## src/rtl/bsg_manycore_vcache_wh_link_arbiter_pkg.sv

```systemverilog
// Shared FSM state encoding and index helper for the vcache wormhole link arbiter.
// No logic of its own; imported by the arbiter and its round-robin selector.
package bsg_manycore_vcache_wh_link_arbiter_pkg;

  typedef enum logic {
    e_idle = 1'b0,
    e_busy = 1'b1
  } link_state_e;

  // Successor of idx modulo n, for round-robin pointer advance.
  function automatic int wrap_inc(input int idx, input int n);
    return (idx + 1 >= n) ? 0 : idx + 1;
  endfunction

endpackage

```

## src/rtl/bsg_manycore_vcache_wh_link_arbiter_rr.sv

```systemverilog
// Round-robin request picker: first asserted request at or after ptr_i, wrapping.
// Purely combinational (0 cycles); no backpressure, the caller gates with ready.
module bsg_arb_round_robin #(
  parameter int num_in_p    = 4,
  parameter int sel_width_p = 2
) (
  input  logic [num_in_p-1:0]    reqs_i,
  input  logic [sel_width_p-1:0] ptr_i,
  output logic [sel_width_p-1:0] sel_o,
  output logic                   v_o
);

  int idx;

  // Scan from the farthest offset down so the closest request to ptr_i wins last.
  always_comb begin
    sel_o = '0;
    v_o   = 1'b0;
    idx   = 0;
    for (int i = num_in_p - 1; i >= 0; i--) begin
      idx = int'(ptr_i) + i;
      if (idx >= num_in_p) idx = idx - num_in_p;
      if (reqs_i[idx]) begin
        sel_o = sel_width_p'(idx);
        v_o   = 1'b1;
      end
    end
  end

endmodule

```

## src/rtl/bsg_manycore_vcache_wh_link_arbiter.sv

```systemverilog
// Packet-atomic round-robin mux of vcache DMA wormhole streams onto one link.
// Zero latency, no storage; ready_and_i is routed only to the granted input.
module bsg_manycore_vcache_wh_link_arbiter
  import bsg_manycore_vcache_wh_link_arbiter_pkg::*;
#(
  parameter int num_in_p     = 4,
  parameter int flit_width_p = 32,
  parameter int cord_width_p = 8,
  parameter int len_width_p  = 4
) (
  input  logic                                   clk_i,
  input  logic                                   reset_i,
  input  logic [num_in_p-1:0]                    v_i,
  input  logic [num_in_p-1:0][flit_width_p-1:0]  data_i,
  output logic [num_in_p-1:0]                    ready_and_o,
  output logic                                   v_o,
  output logic [flit_width_p-1:0]                data_o,
  input  logic                                   ready_and_i,
  output logic [num_in_p-1:0]                    grant_o,
  output logic                                   busy_o
);

  localparam int sel_width_lp = (num_in_p > 1) ? $clog2(num_in_p) : 1;

  link_state_e             state_q, state_d;
  logic [sel_width_lp-1:0] sel_q, sel_d;
  logic [sel_width_lp-1:0] rr_ptr_q, rr_ptr_d;
  logic [len_width_p-1:0]  count_q, count_d;

  logic [sel_width_lp-1:0] arb_sel;
  logic                    arb_v;
  logic [sel_width_lp-1:0] sel;
  logic                    busy;
  logic                    have_sel;
  logic [num_in_p-1:0]     grant;
  logic [len_width_p-1:0]  hdr_len;
  logic                    xfer;

  bsg_arb_round_robin #(
    .num_in_p    (num_in_p),
    .sel_width_p (sel_width_lp)
  ) rr (
    .reqs_i (v_i),
    .ptr_i  (rr_ptr_q),
    .sel_o  (arb_sel),
    .v_o    (arb_v)
  );

  assign busy     = (state_q == e_busy);
  assign sel      = busy ? sel_q : arb_sel;
  assign have_sel = (busy | arb_v) & ~reset_i;

  always_comb begin
    grant = '0;
    if (have_sel) grant[sel] = 1'b1;
  end

  // v_o depends only on v_i and state, never on ready_and_i.
  assign v_o         = have_sel & v_i[sel];
  assign data_o      = data_i[sel];
  assign ready_and_o = grant & {num_in_p{ready_and_i}};
  assign grant_o     = grant;
  assign busy_o      = busy & ~reset_i;

  assign hdr_len = data_i[sel][cord_width_p +: len_width_p];
  assign xfer    = v_o & ready_and_i;

  always_comb begin
    state_d  = state_q;
    sel_d    = sel_q;
    rr_ptr_d = rr_ptr_q;
    count_d  = count_q;
    if (xfer) begin
      if (!busy) begin
        if (hdr_len == '0) begin
          rr_ptr_d = sel_width_lp'(wrap_inc(int'(sel), num_in_p));
        end else begin
          state_d = e_busy;
          sel_d   = sel;
          count_d = hdr_len;
        end
      end else if (count_q == len_width_p'(1)) begin
        state_d  = e_idle;
        rr_ptr_d = sel_width_lp'(wrap_inc(int'(sel_q), num_in_p));
        count_d  = '0;
      end else begin
        count_d = count_q - len_width_p'(1);
      end
    end
  end

  always_ff @(posedge clk_i or posedge reset_i) begin
    if (reset_i) begin
      state_q  <= e_idle;
      sel_q    <= '0;
      rr_ptr_q <= '0;
      count_q  <= '0;
    end else begin
      state_q  <= state_d;
      sel_q    <= sel_d;
      rr_ptr_q <= rr_ptr_d;
      count_q  <= count_d;
    end
  end

endmodule

```

## config.mk

```make
export PLATFORM = sky130hd
export DESIGN_NAME = bsg_manycore_vcache_wh_link_arbiter
export DESIGN_NICKNAME = d
export VERILOG_FILES = /design/src/rtl/bsg_manycore_vcache_wh_link_arbiter_pkg.sv /design/src/rtl/bsg_manycore_vcache_wh_link_arbiter_rr.sv /design/src/rtl/bsg_manycore_vcache_wh_link_arbiter.sv
export SDC_FILE = /design/constraint.sdc
export NUM_CORES = 1
export LEC_CHECK = 0
export BUFFER_PORTS_ARGS = -buffer_cell sky130_fd_sc_hd__buf_2
export CAP_MARGIN = 40
export CORE_UTILIZATION = 30
export CTS_CLUSTER_SIZE = 8
export DETAILED_ROUTE_END_ITERATION = 10
export PLACE_DENSITY = 0.68
export SETUP_SLACK_MARGIN = 0.02
export SYNTH_ARGS = -nofsm -noshare
export SYNTH_HDL_FRONTEND = slang
export SYNTH_SLANG_ARGS = --single-unit
```

## constraint.sdc

```tcl
create_clock -name clk_i -period 2.9 [get_ports clk_i]
set_clock_uncertainty 0.05 [all_clocks]
set_input_delay 0.435 -clock clk_i [delete_from_list [all_inputs] [get_ports clk_i]]
set_output_delay 0.435 -clock clk_i [all_outputs]
set_load 0.05 [all_outputs]
```

# Word level (Yosys, flattened, before mapping)

Cells that the tools add are included.

Bits in registers: 9
Input bits: 135
Output and inout port bits: 42
Word-level logic and storage cells: 87

$add $sub $neg: 10
Magnitude comparators: 12
Equal/unequal tests: 3
Muxes and demuxes: 43
Bitwise gates (word level): 9
Reductions and logical operators: 6

Operators by type and width:

| cell                  | count |
|---|---|
| $mux 32               | 5 |
| $lt 32x4->1 const B   | 4 |
| $ge 32x4->1 const B   | 3 |
| $sub 32x4->32 const B | 3 |
| $bmux 32 s2           | 1 |
| $mux 2                | 10 |
| $mux 1                | 17 |
| $mux 4                | 4 |
| $bmux 1 s2            | 5 |
| $add 2x1->3 const B   | 3 |
| $add 2x2->3 const B   | 2 |
| $ge 3x3->1 const B    | 2 |
| $reduce_and 3->1      | 2 |
| $and 1x1->1           | 4 |
| $and 4x4->4           | 1 |
| $eq 4x1->1 const B    | 1 |
| $logic_not 4->1       | 1 |
| $sub 2x3->4 const B   | 1 |
| $sub 4x1->4 const B   | 1 |
| $ge 2x3->1 const B    | 1 |
| $lt 2x3->1 const B    | 1 |
| $not 1->1             | 3 |
| $demux 1 s2           | 1 |
| $ge 2x1->1 const B    | 1 |
| 6 further kinds       | 6 |

# Logic depth before layout (Yosys ltp)

Gate-level depths: netlist of run 1.

Word-level depth: 17
Gate-level depth with buffers: 9
Depth with buffers taken out: 8

# By module

From an unflattened synthesis of run 1, not the netlist that was laid out.

Cell total of the unflattened synthesis: 319
Area total of the unflattened synthesis: 1,923.1 um^2

Modules (own cells, without submodules):

| module                              | instances | cells each | area an instance (um^2) | seq. area each (um^2) |
|---|---|---|---|---|
| bsg_manycore_vcache_wh_link_arbiter | 1         | 306        | 1,845.5                 | 225.2 |
| bsg_arb_round_robin                 | 1         | 13         | 77.6                    | 0.0 |

# Worst setup path before layout of run 1

OpenSTA, ideal clock, no wires.

Path type: register -> output
From: register rr_ptr_q[1]
To: output data_o[17]
Arrival time: 2.801 ns
Required time: 2.415 ns
Slack: -0.386 ns
Cell stages (with the launch flop): 9
Path buffers: 2
Cell sequence: dfrtp_1 -> and4b_1 -> o41ai_4 -> o31ai_4 -> inv_2 -> clkbuf_1 -> clkbuf_1 -> nand2_1 -> a31oi_1

Word-level cells in the longest chain between the ends: 13
Elaborated cells on any way between the ends: 34
Classes of those cells: add/sub (7); order compare (4); mux (23)

RTL lines:

| what                                         | RTL line                                     | text |
|---|---|---|
| start, declared                              | bsg_manycore_vcache_wh_link_arbiter.sv:27    | `logic [sel_width_lp-1:0] rr_ptr_q, rr_ptr_d;` |
| start signal, assigned                       | bsg_manycore_vcache_wh_link_arbiter.sv:101   | `rr_ptr_q <= rr_ptr_d;` |
| $add 2x2->3                                  | bsg_manycore_vcache_wh_link_arbiter_rr.sv:21 | `idx = int'(ptr_i) + i;` |
| $sub 32x4->32 or $ge 32x4->1 (tied branches) | bsg_manycore_vcache_wh_link_arbiter_rr.sv:22 | `if (idx >= num_in_p) idx = idx - num_in_p;` |
| $mux 32                                      | bsg_manycore_vcache_wh_link_arbiter_rr.sv:22 |  |
| $bmux 1 s2                                   | bsg_manycore_vcache_wh_link_arbiter_rr.sv:23 | `if (reqs_i[idx]) begin` |
| $mux 1 (not written as such) (2 in a row)    | bsg_manycore_vcache_wh_link_arbiter_rr.sv:23 |  |
| $mux 2 (3 in a row)                          | bsg_manycore_vcache_wh_link_arbiter_rr.sv:23 |  |
| $mux 2 (*)                                   | bsg_manycore_vcache_wh_link_arbiter_rr.sv:23 |  |
| $mux 2 (*)                                   | bsg_manycore_vcache_wh_link_arbiter.sv:50    | `assign sel = busy ? sel_q : arb_sel;` |
| named net sel[1]                             | bsg_manycore_vcache_wh_link_arbiter.sv:32    | `logic [sel_width_lp-1:0] sel;` |
| $bmux 32 s2 (*)                              | bsg_manycore_vcache_wh_link_arbiter.sv:60    | `assign data_o = data_i[sel];` |
| $mux 32 (*)                                  | --                                           |  |
| end, declared                                | bsg_manycore_vcache_wh_link_arbiter.sv:17    | `output logic [flit_width_p-1:0] data_o,` |

The timed path passes the listed nets; every way through them passes the cells marked *. The select of a mux whose other input is x is not followed.

# Worst setup path in the final report of run 1

From: register rr_ptr_q[1]
To: output v_o

Word-level cells in the longest chain between the ends: 14
Elaborated cells on any way between the ends: 41
Classes of those cells: add/sub (7); order compare (4); mux (27); bitwise (3)

RTL lines:

| what                                         | RTL line                                     | text |
|---|---|---|
| $add 2x2->3                                  | bsg_manycore_vcache_wh_link_arbiter_rr.sv:21 |  |
| $sub 32x4->32 or $ge 32x4->1 (tied branches) | bsg_manycore_vcache_wh_link_arbiter_rr.sv:22 |  |
| $mux 32                                      | bsg_manycore_vcache_wh_link_arbiter_rr.sv:22 |  |
| $bmux 1 s2                                   | bsg_manycore_vcache_wh_link_arbiter_rr.sv:23 |  |
| $mux 1 (not written as such) (2 in a row)    | bsg_manycore_vcache_wh_link_arbiter_rr.sv:23 |  |
| $mux 2 (4 in a row)                          | bsg_manycore_vcache_wh_link_arbiter_rr.sv:23 |  |
| $mux 2                                       | bsg_manycore_vcache_wh_link_arbiter.sv:50    |  |
| $bmux 1 s2                                   | bsg_manycore_vcache_wh_link_arbiter.sv:59    | `assign v_o = have_sel & v_i[sel];` |
| $mux 1 (not written as such)                 | bsg_manycore_vcache_wh_link_arbiter.sv:59    |  |
| $and 1x1->1 (*)                              | bsg_manycore_vcache_wh_link_arbiter.sv:59    |  |
| end, declared                                | bsg_manycore_vcache_wh_link_arbiter.sv:16    | `output logic v_o,` |

Every way passes the cells marked *; elsewhere a longest branch is shown, timed or not. The select of a mux whose other input is x is not followed.

==> qor.yml, run 1 <==
placement:
  io_buffers: 176
  dpl.hpwl_um: 5780
  dpl-instance-area_sq_um: 3260
  place_congestion: 0.866
timing:
  setup_viol: 0
  worst_pin_slew_ns: 0.581
  relSlewSlack_pct: 61.3
  finalHoldViolCount: 0
  fmax_mhz: 353
  tns_ns: 0
  fin_crit_ns: 2.83
  grt_setup_unrepaired: "yes"
  report.final.slew_viol_count: 0
  post-route-period-util_pct: 97.7
detailed_routing:
  drc_errors: 0
  drt-total-wl_um: 7730
  antenna_left: 0
  post_drt_wl_per_cell_um: 14.0
  drt_iter0_markers: 99
  vias: 2821
  via_per_inst: 5.10
  firstDrtPassIters: 4
grt:
  grt_usage_pct: 21.2
  gr-total-overflow: 0
  grt_pass1_wl_um: 11100
  grt_start_max_net_pins: 38
  grt_pass1_vias: 2527
  antenna_found_initial: 0
floorplan:
  die_x_um: 80.7
  die-area_sq_um: 6520
  core_sq_um: 5960
  fp-row-count: 28
  ioPinCount: 177
  start_util_pct: 31.2
  fp.dieH_um: 80.7
worst_setup_path:
  crit_path_start_kind: "register"
  worstReg2RegStart: "rr_ptr_q[1]"
  required_ns: 2.41
  cp_max_fo: 6
  timing.rr.end: "rr_ptr_q[0]"
  worstPathArrival_ns: 2.35
  reg2reg_setup_slack_ns: 0.10
  r2r_cells: 9
  crit_type: "reg2out"
  endpoint_kind: "output pin"
synthesis:
  yosysTopAreaCell: "nand2_1"
  yosysMostFrequentCell: "nand2_1"
  synth.area.top_cells: "nand2_1, dfrtp_1, and3_1"
  synth_edf_count: 0
  syn_avg_cell_area_sq_um: 6.26
  synthArstFlopShare_pct: 100
  synthCells: 297
  synth_common_cells: "nand2_1, and3_1, a31oi_1, clkbuf_1, inv_1"
  syn-num-nets: 438
  ys_ff_latch: 9
  ys.flop_type: "dfrtp_1"
  synth_top_area_share_pct: 24.4
  yosysSeqAreaShare_pct: 12.1
  mappedNetlistArea_sq_um: 1860
  yosys_warnings: 0
  synth.distinct_cells: 44
final_layout:
  nets: 620
  diodes: 0
  design_area_sq_um: 3660
  area_growth_pct: 96.7
  drive_above_1_share_pct: 55.4
min_path:
  hold_path.class: "in2async"
clock_tree:
  cts-root-buf: "clkbuf_8"
  clkLatencyLatePin_ns: 0.23
  cts_made_buffers: 3
  cts.clk_slew.worst_paths_ns: 0.05
  cts_tree: "built"
  cts.path.max_buffers: 2
  htreeDepth: 1
  clock-sinks: 9
job:
  max_cap_viol_count: 0
outcome:
  status: "finished clean"
[flip-flops by register name (all words and copies together), names as in the netlist]
signal / count
count_q: 4
busy: 1
sel_q: 2
rr_ptr_q: 2
[worst max path at each step]
stage	start	to	slack [ns]	depth (start not counted)
global placement	v_i[1]	rr_ptr_q[0]	0.07	9
CTS	rr_ptr_q[1]	v_o	0.0007	7
finish	rr_ptr_q[1]	v_o	0.07	7
floorplan	rr_ptr_q[1]	data_o[17]	-0.04	8
detailed placement	v_i[3]	data_o[30]	0.03	10
global route	rr_ptr_q[1]	v_o	0.003	7
[area by class of cell]
| cell class | instances | area [sq um] |
|---|---|---|
| sequential | 9 | 229 |
| timing repair buffer | 197 | 1310 |
| tap | 75 | 93.8 |
| fill | 536 | 2300 |
| inverter | 13 | 51.3 |
| multi-input combinational | 255 | 1930 |
| clock buffer | 4 | 45.0 |
[kinds of logic (layout without fill, tap and decap cells)]
kind of cell               Yosys count  count (layout)  share of synthesized area [%]
xor gates and xnor gates             2               2                          0.942
buffers and inverters               33             214                           6.73
AOI/OAI and AO/OA                   48              48                           19.4
and+or+nand+nor                    179             179                           44.5
DFF                                  9               9                           12.1
adders and majority gates            6               6                           4.04
muxes                               20              20                           12.2
[layer usage]
layer  GRT usage, %  up-vias  part of all wire [%]
met5              0        -                     0
met4           6.07        0                   1.5
met3           2.05       12                   5.6
met2           41.9      121                    53
met1           23.6     1287                    40
li1               -     1401                     -
[through the flow]
stage	util [%]	setup WS [ns]	cells	hold slack, ns
finish	61.4	0.0676	553	0.130
global placement	54.8	0.0661	542	0.380
floorplan	-	-0.0421	297	0.213
detailed placement	54.8	0.0328	542	0.390
CTS	57.9	0.000716	547	0.144
global route	61.4	0.00307	553	0.166
[repair_timing]
action / CTS / global route
gates cloned: 0 / 2
hold buffers: 0 / 0
buffers inserted: 1 / 4
resized for setup: 45 / 37
endpoints found under the setup margin: 32 / 36
pin swaps: 0 / 5
[cell usage in the layout, fill, tap and decap left out, types with 2 or more instances in the layout]
master	count
a21oi_1	3
a22o_1	2
a31oi_2	8
a31oi_4	20
and2_1	4
and3_1	17
and3_2	4
and3_4	12
buf_12	5
buf_2	145
buf_4	16
buf_6	29
clkbuf_8	3
dfrtp_1	6
dfrtp_2	3
ha_1	6
inv_1	10
inv_2	2
mux2_1	4
mux2_2	4
mux2i_1	10
nand2_1	121
nand2b_1	3
nor2_1	3
nor2b_1	3
nor4_1	2
o221ai_1	3
o22ai_1	2
xnor2_1	2
[worst max-delay path, cell delays in order (launching register included)]
cell	delay (ns)
dfrtp_2	0.44
and4b_2	0.26
o41ai_4	0.33
o31ai_4	0.17
buf_4	0.17
mux4_2	0.43
and2_4	0.17
buf_8	0.14
Power of run 1 is not shown: default switching activity piles up to over one toggle a cycle in this logic, so the estimate is an artifact.
==> run 2, diff against run 1 <==
--- a/config.mk
+++ b/config.mk
@@ -11,6 +11,7 @@
 export CTS_CLUSTER_SIZE = 8
 export DETAILED_ROUTE_END_ITERATION = 10
 export PLACE_DENSITY = 0.68
+export RECOVER_POWER = 100
 export SETUP_SLACK_MARGIN = 0.02
 export SYNTH_ARGS = -nofsm -noshare
 export SYNTH_HDL_FRONTEND = slang
==> run 2 against run 1 <==
Net effect:
- first-iteration DRC count rose by 4.0%
- die area did not move
- count of clock-buffer cells in the layout is the same
- sequential share of layout area is 0.14 points higher
- critical path depth rose by 2
- critical endpoint is now data_o[28]
- largest cell class unchanged
==> qor.yml, run 2 (synthesized netlist as in run 1, its figures left out) <==
final_layout:
  layout.cells.most_common_list: "buf_2, nand2_1, buf_4"
  largest_register_ffs: 4
  drive_above_1_share_pct: 54.6
  top_regs: "count_q: 4 flops, rr_ptr_q: 2 flops, sel_q: 2 flops"
  final_common_cell: "buf_2"
  fillers: 554
  nets: 620
  area_growth_pct: 92.3
  regMostFlops: "count_q"
  stdcell_count: 553
  diodes: 0
detailed_routing:
  drt-total-wl_um: 7760
  vias: 2805
  drc_errors: 0
  antenna_left: 0
  drt_iter0_markers: 103
  via_per_inst: 5.07
  post_drt_wl_per_cell_um: 14.0
  firstDrtPassIters: 4
grt:
  gr-total-overflow: 0
  grt_usage_pct: 21.2
  grt_pass1_vias: 2527
  grt_pass1_wl_um: 11100
  antenna_found_initial: 0
  grt_start_max_net_pins: 38
timing:
  finalHoldViolCount: 0
  setup_viol: 0
  post-route-period-util_pct: 97.0
  fmax_mhz: 355
  layout_setup_ws_ns: 0.0864
  worst_pin_slew_ns: 0.581
  grt_setup_unrepaired: "yes"
  fin_crit_ns: 2.81
  relSlewSlack_pct: 61.3
  report.final.slew_viol_count: 0
worst_setup_path:
  cpPeakStageDelay_ns: 0.44
  crit_type: "reg2out"
  endpoint_kind: "output pin"
  cpLargestDelayFamily: "compound AO/OA/AOI/OAI gates"
  reg2reg_setup_slack_ns: 0.13
  cp_cell_sequence: "and4b_1 -> o41ai_4 -> o31ai_4 -> clkinv_2 -> buf_12 -> nand2_1 -> and3_4 -> a31oi_4 -> buf_4"
  crit_path_start_kind: "register"
  timing.critical_path.buf_inv: 3
  required_ns: 2.41
  critPathSlowestCell: "dfrtp_2"
  worstPathArrival_ns: 2.33
  cp_max_fo: 22
placement:
  dpl.cell_count: 542
  dpl.hpwl_um: 5780
  dpl_worst_slack_ns: 0.0328
  io_buffers: 176
  place_congestion: 0.866
clock_tree:
  cts_hold_buf: 0
  cts.clk_slew.worst_paths_ns: 0.05
  clkLatencyLatePin_ns: 0.23
  cts.path.max_buffers: 2
  htreeDepth: 1
  cts_made_buffers: 3
  clock-sinks: 9
  cts-root-buf: "clkbuf_8"
  cts_tree: "built"
floorplan:
  die-area_sq_um: 6520
  fp-row-count: 28
  core_sq_um: 5960
  start_util_pct: 31.2
  fp.dieH_um: 80.7
  die_x_um: 80.7
  ioPinCount: 177
job:
  max_cap_viol_count: 0
min_path:
  hold_path.class: "in2async"
outcome:
  status: "finished clean"
## run 2: metrics by stage
stage | hold slack, ns | cell area [sq um] | util [%] | setup TNS, ns
after floorplan | 0.213 | 2200 | - | -0.0421
after CTS | 0.144 | 3450 | 57.9 | 0
after global routing | 0.169 | 3570 | 60.0 | -0.0106
after global placement | 0.380 | 3260 | 54.8 | 0
after detailed placement | 0.390 | 3260 | 54.8 | 0
final | 0.121 | 3570 | 60.0 | 0
## run 2: worst paths after layout
check / start / end / depth (start not counted)
max: rr_ptr_q[1] / data_o[28] / 9
min: reset_i / count_q[3] / 2
max reg2reg: busy / rr_ptr_q[0] / 9
min reg2reg: count_q[1] / count_q[1] / 1
max in group asynchronous: reset_i / busy / 2
min in group clk_i: count_q[1] / count_q[1] / 1
## run 2: layer usage
layer	vias to the layer above	part of all wire, %	GRT usage (%)	routed length (um)
li1	1403	-	-	-
met1	1271	41	23.6	3140
met2	119	53	41.9	4080
met3	12	5.4	2.05	419
met4	0	1.5	6.07	116
met5	-	0	0	0
## run 2: worst reg2reg max path: stages, from the launching register on
cell and delay, ns:
dfrtp_2 0.46, nand2_1 0.16, nand2b_1 0.11, o31ai_4 0.33, clkbuf_4 0.21, mux4_2 0.50
buf_4 0.15, and3_1 0.21, o211a_2 0.16, mux2_1 0.31
## run 2: layout make-up
cell class / count / area [sq um] / share of cell area, %
multi-input cells: 255 / 1910 / 53.4
flip-flops and latches: 9 / 229 / 6.41
well taps: 75 / 93.8 / 2.63
clock buffers: 4 / 45.0 / 1.26
repair buffers: 197 / 1250 / 34.9
inverters: 13 / 50.0 / 1.40
## run 2: timing repair
action                                  in CTS  in global routing
pin swaps                                    0                  5
buffers inserted                             1                  4
endpoints found under the setup margin      32                 36
endpoints found under the hold margin        0                  0
gates resized for setup                     45                 37
gates cloned                                 0                  2
Power of run 2 is left out for the same reason.
==> run 3, diff against run 2 <==
==> constraint.sdc (replaced) <==
create_clock -name clk_i -period 2.9 [get_ports clk_i]
set_clock_uncertainty 0.05 [all_clocks]
set_input_delay 0.58 -clock clk_i [delete_from_list [all_inputs] [get_ports clk_i]]
set_output_delay 0.58 -clock clk_i [all_outputs]
set_load 0.05 [all_outputs]
==> run 3 against run 2 <==
Net effect:
- the flow now finishes with violations (setup timing)
- largest cell class unchanged
- register-to-register slack got worse by 0.17 ns
- count of clock-buffer cells in the layout did not move
- first-iteration DRC count rose by 31%
- critical path type unchanged
- sequential cell count did not move
- fmax fell by 9.0%
- critical path depth did not move
- core utilization rose by 21 points
- via count rose by 15%
- global-route usage rose by 7.3 points
- highest routed layer unchanged
- die area did not move
- routed wire length rose by 48%
- non-clock buffer count rose by 37
==> qor.yml, run 3 (synthesized netlist as in run 1, its figures left out) <==
outcome:
  status: "finished with violations"
  failed_checks: "setup timing"
timing:
  worst_pin_slew_ns: 0.667
  layout_setup_ws_ns: -0.192
  relSlewSlack_pct: 55.5
  post-route-period-util_pct: 107
  tns_ns: -4.38
  setup_viol: 39
  fmax_mhz: 323
  fin_crit_ns: 3.09
  grt_setup_unrepaired: "yes"
  whs_ns: 0.280
  finalHoldViolCount: 0
  report.final.slew_viol_count: 0
final_layout:
  seq_area_sq_um: 226
  top_regs: "count_q: 4 flops, rr_ptr_q: 2 flops, sel_q: 2 flops"
  fillers: 361
  multiInputGateArea_sq_um: 2400
  largest_register_ffs: 4
  design_area_sq_um: 4840
  drive_above_1_share_pct: 75.3
  regMostFlops: "count_q"
  final_common_cell: "buf_2"
  layout.cells.most_common_list: "buf_2, nand2_1, buf_6"
  nets: 657
  area_growth_pct: 160
worst_setup_path:
  worstPathArrival_ns: 2.46
  crit_type: "reg2out"
  crit_path_start_kind: "register"
  endpoint_kind: "output pin"
  timing.rr.end: "rr_ptr_q[1]"
  cp_cell_sequence: "buf_6 -> a32o_2 -> o31ai_4 -> buf_6 -> clkbuf_16 -> nand2_2 -> and3_4 -> a31oi_4 -> buf_6"
  worstReg2RegStart: "rr_ptr_q[1]"
  reg2reg_setup_slack_ns: -0.04
  required_ns: 2.27
  critPathSlowestCell: "dfrtp_1"
  r2r_cells: 12
  cpPeakStageDelay_ns: 0.42
  cp_max_fo: 7
  cp_common_cell: "buf_6"
floorplan:
  die_x_um: 80.7
  fp-row-count: 28
  core_sq_um: 5960
  start_util_pct: 31.2
  die-area_sq_um: 6520
  fp.dieH_um: 80.7
  ioPinCount: 177
clock_tree:
  cts_made_buffers: 3
  cts-root-buf: "clkbuf_8"
  cts_tree: "built"
  cts.path.max_buffers: 2
  clkLatencyLatePin_ns: 0.24
  cts_hold_buf: 0
  htreeDepth: 1
  clock-sinks: 9
  cts.clk_slew.worst_paths_ns: 0.05
min_path:
  hold_path.class: "in2async"
job:
  max_cap_viol_count: 0
grt:
  grt_pass1_vias: 3019
  grt_usage_pct: 28.5
  antenna_found_initial: 1
  grt_start_max_net_pins: 27
  gr-total-overflow: 0
  grt_pass1_wl_um: 14300
detailed_routing:
  drc_errors: 0
  via_per_inst: 5.47
  post_drt_wl_per_cell_um: 19.4
  vias: 3231
  drt-total-wl_um: 11500
  firstDrtPassIters: 4
  drt_iter0_markers: 135
  antenna_left: 0
placement:
  dpl.hpwl_um: 5860
  place_congestion: 0.854
  dpl-instance-area_sq_um: 3410
  io_buffers: 176
-- run 3: cell count changes in the layout (fill, tap and decap cells not counted), sizes merged --
cell	previous run	this run
bufbuf	0	1
diode	0	1
clkinv	1	0
buf	186	225
clkbuf	15	12
inv	12	13
-- run 3: worst max-delay path: cells and delay by family (launching register included) --
kind,cells,cell delay (ns)
buffers and inverters,4,0.76
DFF,1,0.42
AOI/OAI and AO/OA,3,0.78
and+or+nand+nor,2,0.25
-- run 3: worst max-delay path by stage --
stage                            end  cells after the start   startpoint  slack, ns
after floorplan           data_o[30]                      8       v_i[1]       0.03
after global placement    data_o[26]                     11       v_i[0]      -0.20
after CTS                 data_o[31]                     12       v_i[0]      -0.09
after detailed placement  data_o[26]                     11       v_i[0]      -0.21
after global routing      data_o[20]                      9  rr_ptr_q[1]      -0.21
final                     data_o[20]                      9  rr_ptr_q[1]      -0.19
-- run 3: what timing repair did --
action / in CTS / in global routing
resized for setup: 183 / 73
pin swaps: 31 / 35
cloned: 9 / 7
setup endpoints to repair: 41 / 46
setup buffers: 20 / 4
-- run 3: metal layers --
metal	GRT usage [%]	part of all wire, %	up-vias
li1	-	-	1477
met1	31.3	35	1543
met4	9.82	3.3	0
met2	54.2	53	177
met3	5.00	8.0	34
met5	0	0	-
-- run 3: final cells by class --
type,instances,share of cell area (%)
diodes,1,0.0517
clock buffers,4,0.931
inverters,13,1.11
multi-input cells,255,49.6
flip-flops and latches,9,4.68
well taps,75,1.94
repair buffers,234,41.7
-- run 3: per-stage QoR --
step | util [%] | std cells | setup WS (ns)
after global routing | 81.2 | 591 | -0.214
after floorplan | - | 297 | 0.0347
final | 81.2 | 591 | -0.192
after detailed placement | 57.3 | 552 | -0.214
after CTS | 74.9 | 583 | -0.0915
after global placement | 57.3 | 552 | -0.200
Power of run 3 is left out for the same reason.
